==> config.mk <==
export PLATFORM = sky130hd
export DESIGN_NAME = hazard_ctrl_flat
export DESIGN_NICKNAME = d
export VERILOG_FILES = /design/src/rtl/hazard_ctrl_pkg.sv /design/src/rtl/hazard_ctrl_if.sv /design/src/rtl/hazard_ctrl_mdu_timer.sv /design/src/rtl/hazard_ctrl.sv /design/src/flat_wrapper.sv
export SDC_FILE = /design/constraint.sdc
export NUM_CORES = 1
export LEC_CHECK = 0
export CAP_MARGIN = 20
export CORE_MARGIN = 1.5
export CORE_UTILIZATION = 47
export CTS_BUF_LIST = sky130_fd_sc_hd__clkbuf_2
export DETAILED_ROUTE_END_ITERATION = 6
export GPL_ROUTABILITY_DRIVEN = 0
export GPL_TIMING_DRIVEN = 0
export HOLD_SLACK_MARGIN = 0.05
export PLACE_DENSITY = 0.87
export SYNTH_ARGS = -nofsm -noshare
export SYNTH_HDL_FRONTEND = slang
export SYNTH_SLANG_ARGS = --single-unit
==> constraint.sdc <==
create_clock -name clk_i -period 4.4 [get_ports clk_i]
set_input_delay 1.32 -clock clk_i [delete_from_list [all_inputs] [get_ports clk_i]]
set_output_delay 1.32 -clock clk_i [all_outputs]
set_load 0.01 [all_outputs]
==> src/rtl/hazard_ctrl_pkg.sv <==
// Shared types and helpers for the pipeline hazard controller.
//   reg_addr_t  : architectural register index
//   hz_state_e  : sequencer states (Run / MissWait / MduWait), 2-bit encoded
//   load_use()  : load-use hazard compare between the EX load and the ID operands
package hazard_ctrl_pkg;

  localparam int unsigned RegAddrW = 5;

  typedef logic [RegAddrW-1:0] reg_addr_t;

  typedef enum logic [1:0] {
    StRun      = 2'd0,
    StMissWait = 2'd1,
    StMduWait  = 2'd2
  } hz_state_e;

  // r0 is hard-wired zero, so a load targeting it never creates a dependency.
  function automatic logic load_use(logic mem_read, reg_addr_t ex_rt, reg_addr_t id_rs,
                                    reg_addr_t id_rt);
    return mem_read && (ex_rt != '0) && ((ex_rt == id_rs) || (ex_rt == id_rt));
  endfunction

endpackage

==> src/rtl/hazard_ctrl_if.sv <==
// Bundle between the datapath and the hazard controller.
//   master : datapath side (drives hazard inputs, consumes stall/flush controls)
//   slave  : hazard_ctrl side
interface hazard_ctrl_if;
  import hazard_ctrl_pkg::*;

  reg_addr_t ifid_rs_addr;
  reg_addr_t ifid_rt_addr;
  reg_addr_t idex_rt_addr;
  logic      idex_mem_read;
  logic      id_jump;
  logic      ex_branch_taken;
  logic      mdu_start;
  logic      imem_ready;
  logic      dmem_ready;

  logic      cu_pc_stall;
  logic      cu_stall;
  logic      cu_flush;
  logic      cu_idex_flush;
  logic      cu_busy;

  modport master (
    output ifid_rs_addr, ifid_rt_addr, idex_rt_addr, idex_mem_read, id_jump,
           ex_branch_taken, mdu_start, imem_ready, dmem_ready,
    input  cu_pc_stall, cu_stall, cu_flush, cu_idex_flush, cu_busy
  );

  modport slave (
    input  ifid_rs_addr, ifid_rt_addr, idex_rt_addr, idex_mem_read, id_jump,
           ex_branch_taken, mdu_start, imem_ready, dmem_ready,
    output cu_pc_stall, cu_stall, cu_flush, cu_idex_flush, cu_busy
  );

endinterface

==> src/rtl/hazard_ctrl_mdu_timer.sv <==
// Countdown timer for the multi-cycle MUL/DIV occupancy of EX.
//   clk_i, rst_ni : clock, async active-low reset
//   load_i        : load MduCycles-1 (takes priority over dec_i)
//   dec_i         : decrement while non-zero
//   zero_o        : counter is zero
module hazard_ctrl_mdu_timer #(
  parameter int unsigned MduCycles = 32,
  parameter int unsigned CntW      = 6
) (
  input  logic clk_i,
  input  logic rst_ni,
  input  logic load_i,
  input  logic dec_i,
  output logic zero_o
);

  logic [CntW-1:0] cnt_q, cnt_d;

  always_comb begin
    cnt_d = cnt_q;
    if (load_i) begin
      cnt_d = CntW'(MduCycles - 1);
    end else if (dec_i && (cnt_q != '0)) begin
      cnt_d = cnt_q - 1'b1;
    end
  end

  always_ff @(posedge clk_i or negedge rst_ni) begin
    if (!rst_ni) begin
      cnt_q <= '0;
    end else begin
      cnt_q <= cnt_d;
    end
  end

  assign zero_o = (cnt_q == '0);

endmodule

==> src/rtl/hazard_ctrl.sv <==
// Pipeline sequencer: stall/flush controls for PC, IF/ID and ID/EX.
//   clk_i, rst_ni : clock (state on posedge), async active-low reset
//   bus (slave)   : hazard inputs from the datapath, cu_* controls back to it
// Stall dominates flush; a taken branch seen under stall is held in pend_flush_q
// and issued on the first unstalled cycle.
module hazard_ctrl
  import hazard_ctrl_pkg::*;
#(
  parameter int unsigned MduCycles = 32,
  parameter int unsigned CntW      = 6
) (
  input  logic         clk_i,
  input  logic         rst_ni,
  hazard_ctrl_if.slave bus
);

  hz_state_e state_q, state_d;
  logic      pend_flush_q, pend_flush_d;
  logic      miss, mdu_load, mdu_zero, hold, lu;
  logic      pc_stall, stall, flush, idex_flush;

  assign miss     = !bus.imem_ready || !bus.dmem_ready;
  assign mdu_load = (state_q == StRun) && bus.mdu_start;
  // MissWait releases the front end in the same cycle both memories report ready;
  // the state itself returns to Run on the following edge.
  assign hold     = (state_q == StMduWait) || miss;
  assign lu       = !hold && load_use(bus.idex_mem_read, bus.idex_rt_addr,
                                      bus.ifid_rs_addr, bus.ifid_rt_addr);

  hazard_ctrl_mdu_timer #(
    .MduCycles (MduCycles),
    .CntW      (CntW)
  ) u_mdu_timer (
    .clk_i  (clk_i),
    .rst_ni (rst_ni),
    .load_i (mdu_load),
    .dec_i  (state_q == StMduWait),
    .zero_o (mdu_zero)
  );

  always_ff @(posedge clk_i or negedge rst_ni) begin
    if (!rst_ni) begin
      state_q      <= StRun;
      pend_flush_q <= 1'b0;
    end else begin
      state_q      <= state_d;
      pend_flush_q <= pend_flush_d;
    end
  end

  always_comb begin
    state_d = state_q;
    unique case (state_q)
      StRun: begin
        if (bus.mdu_start) begin
          state_d = StMduWait;
        end else if (miss) begin
          state_d = StMissWait;
        end
      end
      StMissWait: if (!miss) state_d = StRun;
      StMduWait:  if (mdu_zero) state_d = miss ? StMissWait : StRun;
      default:    state_d = StRun;
    endcase
  end

  always_comb begin
    pc_stall   = 1'b0;
    stall      = 1'b0;
    flush      = 1'b0;
    idex_flush = 1'b0;
    if (hold) begin
      pc_stall = 1'b1;
      stall    = 1'b1;
    end else if (lu) begin
      pc_stall   = 1'b1;
      stall      = 1'b1;
      idex_flush = 1'b1;
    end else if (bus.ex_branch_taken || pend_flush_q) begin
      flush      = 1'b1;
      idex_flush = 1'b1;
    end else if (bus.id_jump) begin
      flush = 1'b1;
    end
  end

  always_comb begin
    pend_flush_d = pend_flush_q;
    if (flush) begin
      pend_flush_d = 1'b0;
    end else if (bus.ex_branch_taken && stall) begin
      pend_flush_d = 1'b1;
    end
  end

  // Controls are forced low while reset is held, independent of the inputs.
  assign bus.cu_pc_stall   = rst_ni && pc_stall;
  assign bus.cu_stall      = rst_ni && stall;
  assign bus.cu_flush      = rst_ni && flush;
  assign bus.cu_idex_flush = rst_ni && idex_flush;
  assign bus.cu_busy       = rst_ni && (state_q != StRun);

endmodule

==> src/flat_wrapper.sv <==
// flat-port wrapper written by rule: the top's interface ports become plain ports
module hazard_ctrl_flat import hazard_ctrl_pkg::*;
#(
  parameter int unsigned MduCycles = 32,
  parameter int unsigned CntW      = 6
)
  (clk_i, rst_ni, bus_ifid_rs_addr, bus_ifid_rt_addr, bus_idex_rt_addr, bus_idex_mem_read, bus_id_jump, bus_ex_branch_taken, bus_mdu_start, bus_imem_ready, bus_dmem_ready, bus_cu_pc_stall, bus_cu_stall, bus_cu_flush, bus_cu_idex_flush, bus_cu_busy);
  hazard_ctrl_if bus_i ();
  input  logic clk_i;
  input  logic rst_ni;
  input wire logic [$bits(bus_i.ifid_rs_addr)-1:0] bus_ifid_rs_addr;
  input wire logic [$bits(bus_i.ifid_rt_addr)-1:0] bus_ifid_rt_addr;
  input wire logic [$bits(bus_i.idex_rt_addr)-1:0] bus_idex_rt_addr;
  input wire logic [$bits(bus_i.idex_mem_read)-1:0] bus_idex_mem_read;
  input wire logic [$bits(bus_i.id_jump)-1:0] bus_id_jump;
  input wire logic [$bits(bus_i.ex_branch_taken)-1:0] bus_ex_branch_taken;
  input wire logic [$bits(bus_i.mdu_start)-1:0] bus_mdu_start;
  input wire logic [$bits(bus_i.imem_ready)-1:0] bus_imem_ready;
  input wire logic [$bits(bus_i.dmem_ready)-1:0] bus_dmem_ready;
  output wire logic [$bits(bus_i.cu_pc_stall)-1:0] bus_cu_pc_stall;
  output wire logic [$bits(bus_i.cu_stall)-1:0] bus_cu_stall;
  output wire logic [$bits(bus_i.cu_flush)-1:0] bus_cu_flush;
  output wire logic [$bits(bus_i.cu_idex_flush)-1:0] bus_cu_idex_flush;
  output wire logic [$bits(bus_i.cu_busy)-1:0] bus_cu_busy;
  assign bus_i.ifid_rs_addr = bus_ifid_rs_addr;
  assign bus_i.ifid_rt_addr = bus_ifid_rt_addr;
  assign bus_i.idex_rt_addr = bus_idex_rt_addr;
  assign bus_i.idex_mem_read = bus_idex_mem_read;
  assign bus_i.id_jump = bus_id_jump;
  assign bus_i.ex_branch_taken = bus_ex_branch_taken;
  assign bus_i.mdu_start = bus_mdu_start;
  assign bus_i.imem_ready = bus_imem_ready;
  assign bus_i.dmem_ready = bus_dmem_ready;
  assign bus_cu_pc_stall = bus_i.cu_pc_stall;
  assign bus_cu_stall = bus_i.cu_stall;
  assign bus_cu_flush = bus_i.cu_flush;
  assign bus_cu_idex_flush = bus_i.cu_idex_flush;
  assign bus_cu_busy = bus_i.cu_busy;
  hazard_ctrl #(.MduCycles(MduCycles), .CntW(CntW)) u_core (.clk_i(clk_i), .rst_ni(rst_ni), .bus(bus_i));
endmodule
==> flow_summary.json <==
{
  "synth_cell_types": 30,
  "ant_nets": 0,
  "wl_um": 1540,
  "grt_pass1_wl_um": 2190,
  "start_util": 0.515,
  "die-area_sq_um": 1680,
  "finalHoldViolations": 0,
  "avgViaCountPerCell": 5.38,
  "start_kind": "primary input",
  "syn_nets": 99,
  "seq_area_frac_synth": 0.332,
  "vias": 645,
  "drt_iter0_drc": 10,
  "synth-seq-cells": 9,
  "status": "finished, final reports clean",
  "synth_ff_type": "dfrtp_1",
  "critPathMaxFanout": 4,
  "clock_latency_ps": 260,
  "grt_usage": 0.210,
  "setup_viol": 0,
  "cp-end-kind": "output port",
  "numCtsBuffers": 3,
  "drc": 0,
  "hold_ws_ps": 493,
  "fp.dieH_um": 41.0,
  "critical_path_class": "primary input to output port",
  "dp.cells": 116,
  "synth_top_area_frac": 0.332,
  "drt-pass1-iter-count": 4,
  "finalNetCount": 131,
  "hp-class": "register to register",
  "yosysMostFrequentCell": "xor2_1",
  "clkTransAtPathRegs_ps": 100,
  "period_needed_ps": 4300,
  "htree_levels": 1,
  "final_cells": 120,
  "cts_tree": "built",
  "crit_chain": "clkdlybuf4s50_1 > xor2_1 > nor3_2 > a22oi_2 > o21a_1 > clkdlybuf4s50_1",
  "drive_gt1_frac": 0.133,
  "synth.avg_cell_area_sq_um": 9.16,
  "p_per_area_nw_per_um2": 364,
  "syn-cell-area_sq_um": 678,
  "synth_warnings": 0,
  "area_growth_pct": 47.4,
  "clock.fmax_ghz": 0.233,
  "fin_area_sq_um": 1000,
  "coreArea_sq_um": 1320,
  "num_rows": 13,
  "synthTopCellsByCount": "11 x xor2_1, 10 x nand2_1, 9 x dfrtp_1",
  "grt_remaining_overflow": 0,
  "synth_area_leaders": "dfrtp_1 33%, xor2_1 14%, nand2_1 5.5%",
  "postPlaceCellArea_sq_um": 967,
  "dp_hpwl_um": 1160,
  "tightest_slew_ps": 483,
  "worstPathBufferInverterCount": 2,
  "cp.required_ps": 3080,
  "setup_ws_ps": 99.6,
  "setup.worst_path.start": "bus_ifid_rt_addr[3]",
  "num_antenna_cells": 0,
  "io_buffers": 27,
  "max_cap_violations": 0,
  "first_global_vias": 560,
  "yosys.area.top_type": "dfrtp_1",
  "cts_setup_buffers": 0,
  "hp-start": "u_core.u_mdu_timer.cnt_q[4]",
  "clock-root-buffer": "clkbuf_2",
  "clock-sinks": 9,
  "ctsHoldBuffers": 0,
  "relSlewSlack": 0.678,
  "rsz0062_at_grt": "no",
  "dieWidth_um": 41.0,
  "slowest_stage": "clkdlybuf4s50_1",
  "cp_slowest_stage_delay_ps": 530,
  "crit_family": "buffers and inverters",
  "preCtsSetupSlack_ps": -306,
  "synthCells": 74,
  "ios": 28,
  "synth_edf_count": 0,
  "finClkSkew_ps": 7.22,
  "critPathMostFrequentCell": "clkdlybuf4s50_1",
  "synthArstFlopShare": 1.00,
  "p_leak_nw": 0.428,
  "vdd_drop_max_uv": 313,
  "fin_crit_sh": 0.977,
  "cts_max_path_buffers": 2,
  "crit_arrival_ps": 2980,
  "reg2reg_from": "u_core.u_mdu_timer.cnt_q[0]",
  "drv_slew": 0,
  "wl_per_cell_um": 12.8,
  "grt_antenna_before_repair": 0,
  "grt_start_max_net_pins": 14
}
## metrics by stage
stage	setup TNS (ps)	utilization	power (mW)
after floorplan	0	-	0.246
after global placement	-679	0.734	0.303
after detailed placement	-753	0.734	0.309
after CTS	0	0.750	0.365
after global routing	0	0.759	0.397
final	0	0.759	0.364
## layer usage
| layer | share of wire | vias to the layer above | GRT usage | wire [um] |
|---|---|---|---|---|
| met5 | 0 | - | 0 | 0 |
| met1 | 0.41 | 301 | 0.239 | 635 |
| li1 | - | 324 | - | - |
| met4 | 0.0091 | 0 | 0.0750 | 14 |
| met3 | 0.047 | 2 | 0.0815 | 72 |
| met2 | 0.53 | 18 | 0.352 | 818 |
## registers in the layout, indices dropped and copies added (netlist names)
name	cells
u_core.u_mdu_timer.cnt_q	6
u_core.pend_flush_q	1
u_core.state_q	2
## area by class of cell
class	instances	area [sq um]
timing repair buffer	27	269
buffer	1	7.51
sequential	9	225
multi-input combinational	62	452
fill	98	318
inverter	2	7.51
tap	15	18.8
clock buffer	4	20.0
## cell usage in the layout (no fill, tap or decap), types with 2 or more instances in the layout
| cell | count |
|---|---|
| clkdlybuf4s50_1 | 19 |
| xor2_1 | 11 |
| nand2_1 | 10 |
| dfrtp_1 | 9 |
| o21ai_0 | 7 |
| dlygate4sd2_1 | 5 |
| clkbuf_2 | 4 |
| nor2_1 | 3 |
| inv_1 | 2 |
| nor3_2 | 2 |
| o21a_1 | 2 |
| nand2b_1 | 2 |
| nand3_1 | 2 |
| nor2b_1 | 2 |
| mux2i_1 | 2 |
| ha_1 | 2 |
| dlymetal6s2s_1 | 2 |
## cell families after synthesis
family,Yosys count,share of synthesized area
xor gates and xnor gates,12,0.155
adders and majority gates,2,0.0369
and+or+nand+nor,28,0.225
muxes,2,0.0295
buffers and inverters,3,0.0221
DFF,9,0.332
AOI/OAI and AO/OA,18,0.199
## repair_timing
item	4_1_cts	5_1_grt
setup endpoints to repair	4	3
pin swaps	0	1
resized for setup	8	4
gates cloned	0	0
## worst paths after layout
kind,to,slack (ps),depth (start not counted)
max in group asynchronous,u_core.state_q[1],2990,1
min reg2reg,u_core.u_mdu_timer.cnt_q[4],490,1
max,bus_cu_flush,100,6
min in group asynchronous,u_core.u_mdu_timer.cnt_q[4],1080,1
max reg2reg,u_core.u_mdu_timer.cnt_q[3],2850,6
min,u_core.u_mdu_timer.cnt_q[4],490,1
## power breakdown
part           switching, mW  total [mW]  internal, mW
Combinational         0.0964       0.180        0.0837
Sequential            0.0197       0.129         0.109
Clock                 0.0313      0.0555        0.0241
Total                  0.147       0.364         0.217
(Power assumes the default switching activity.)
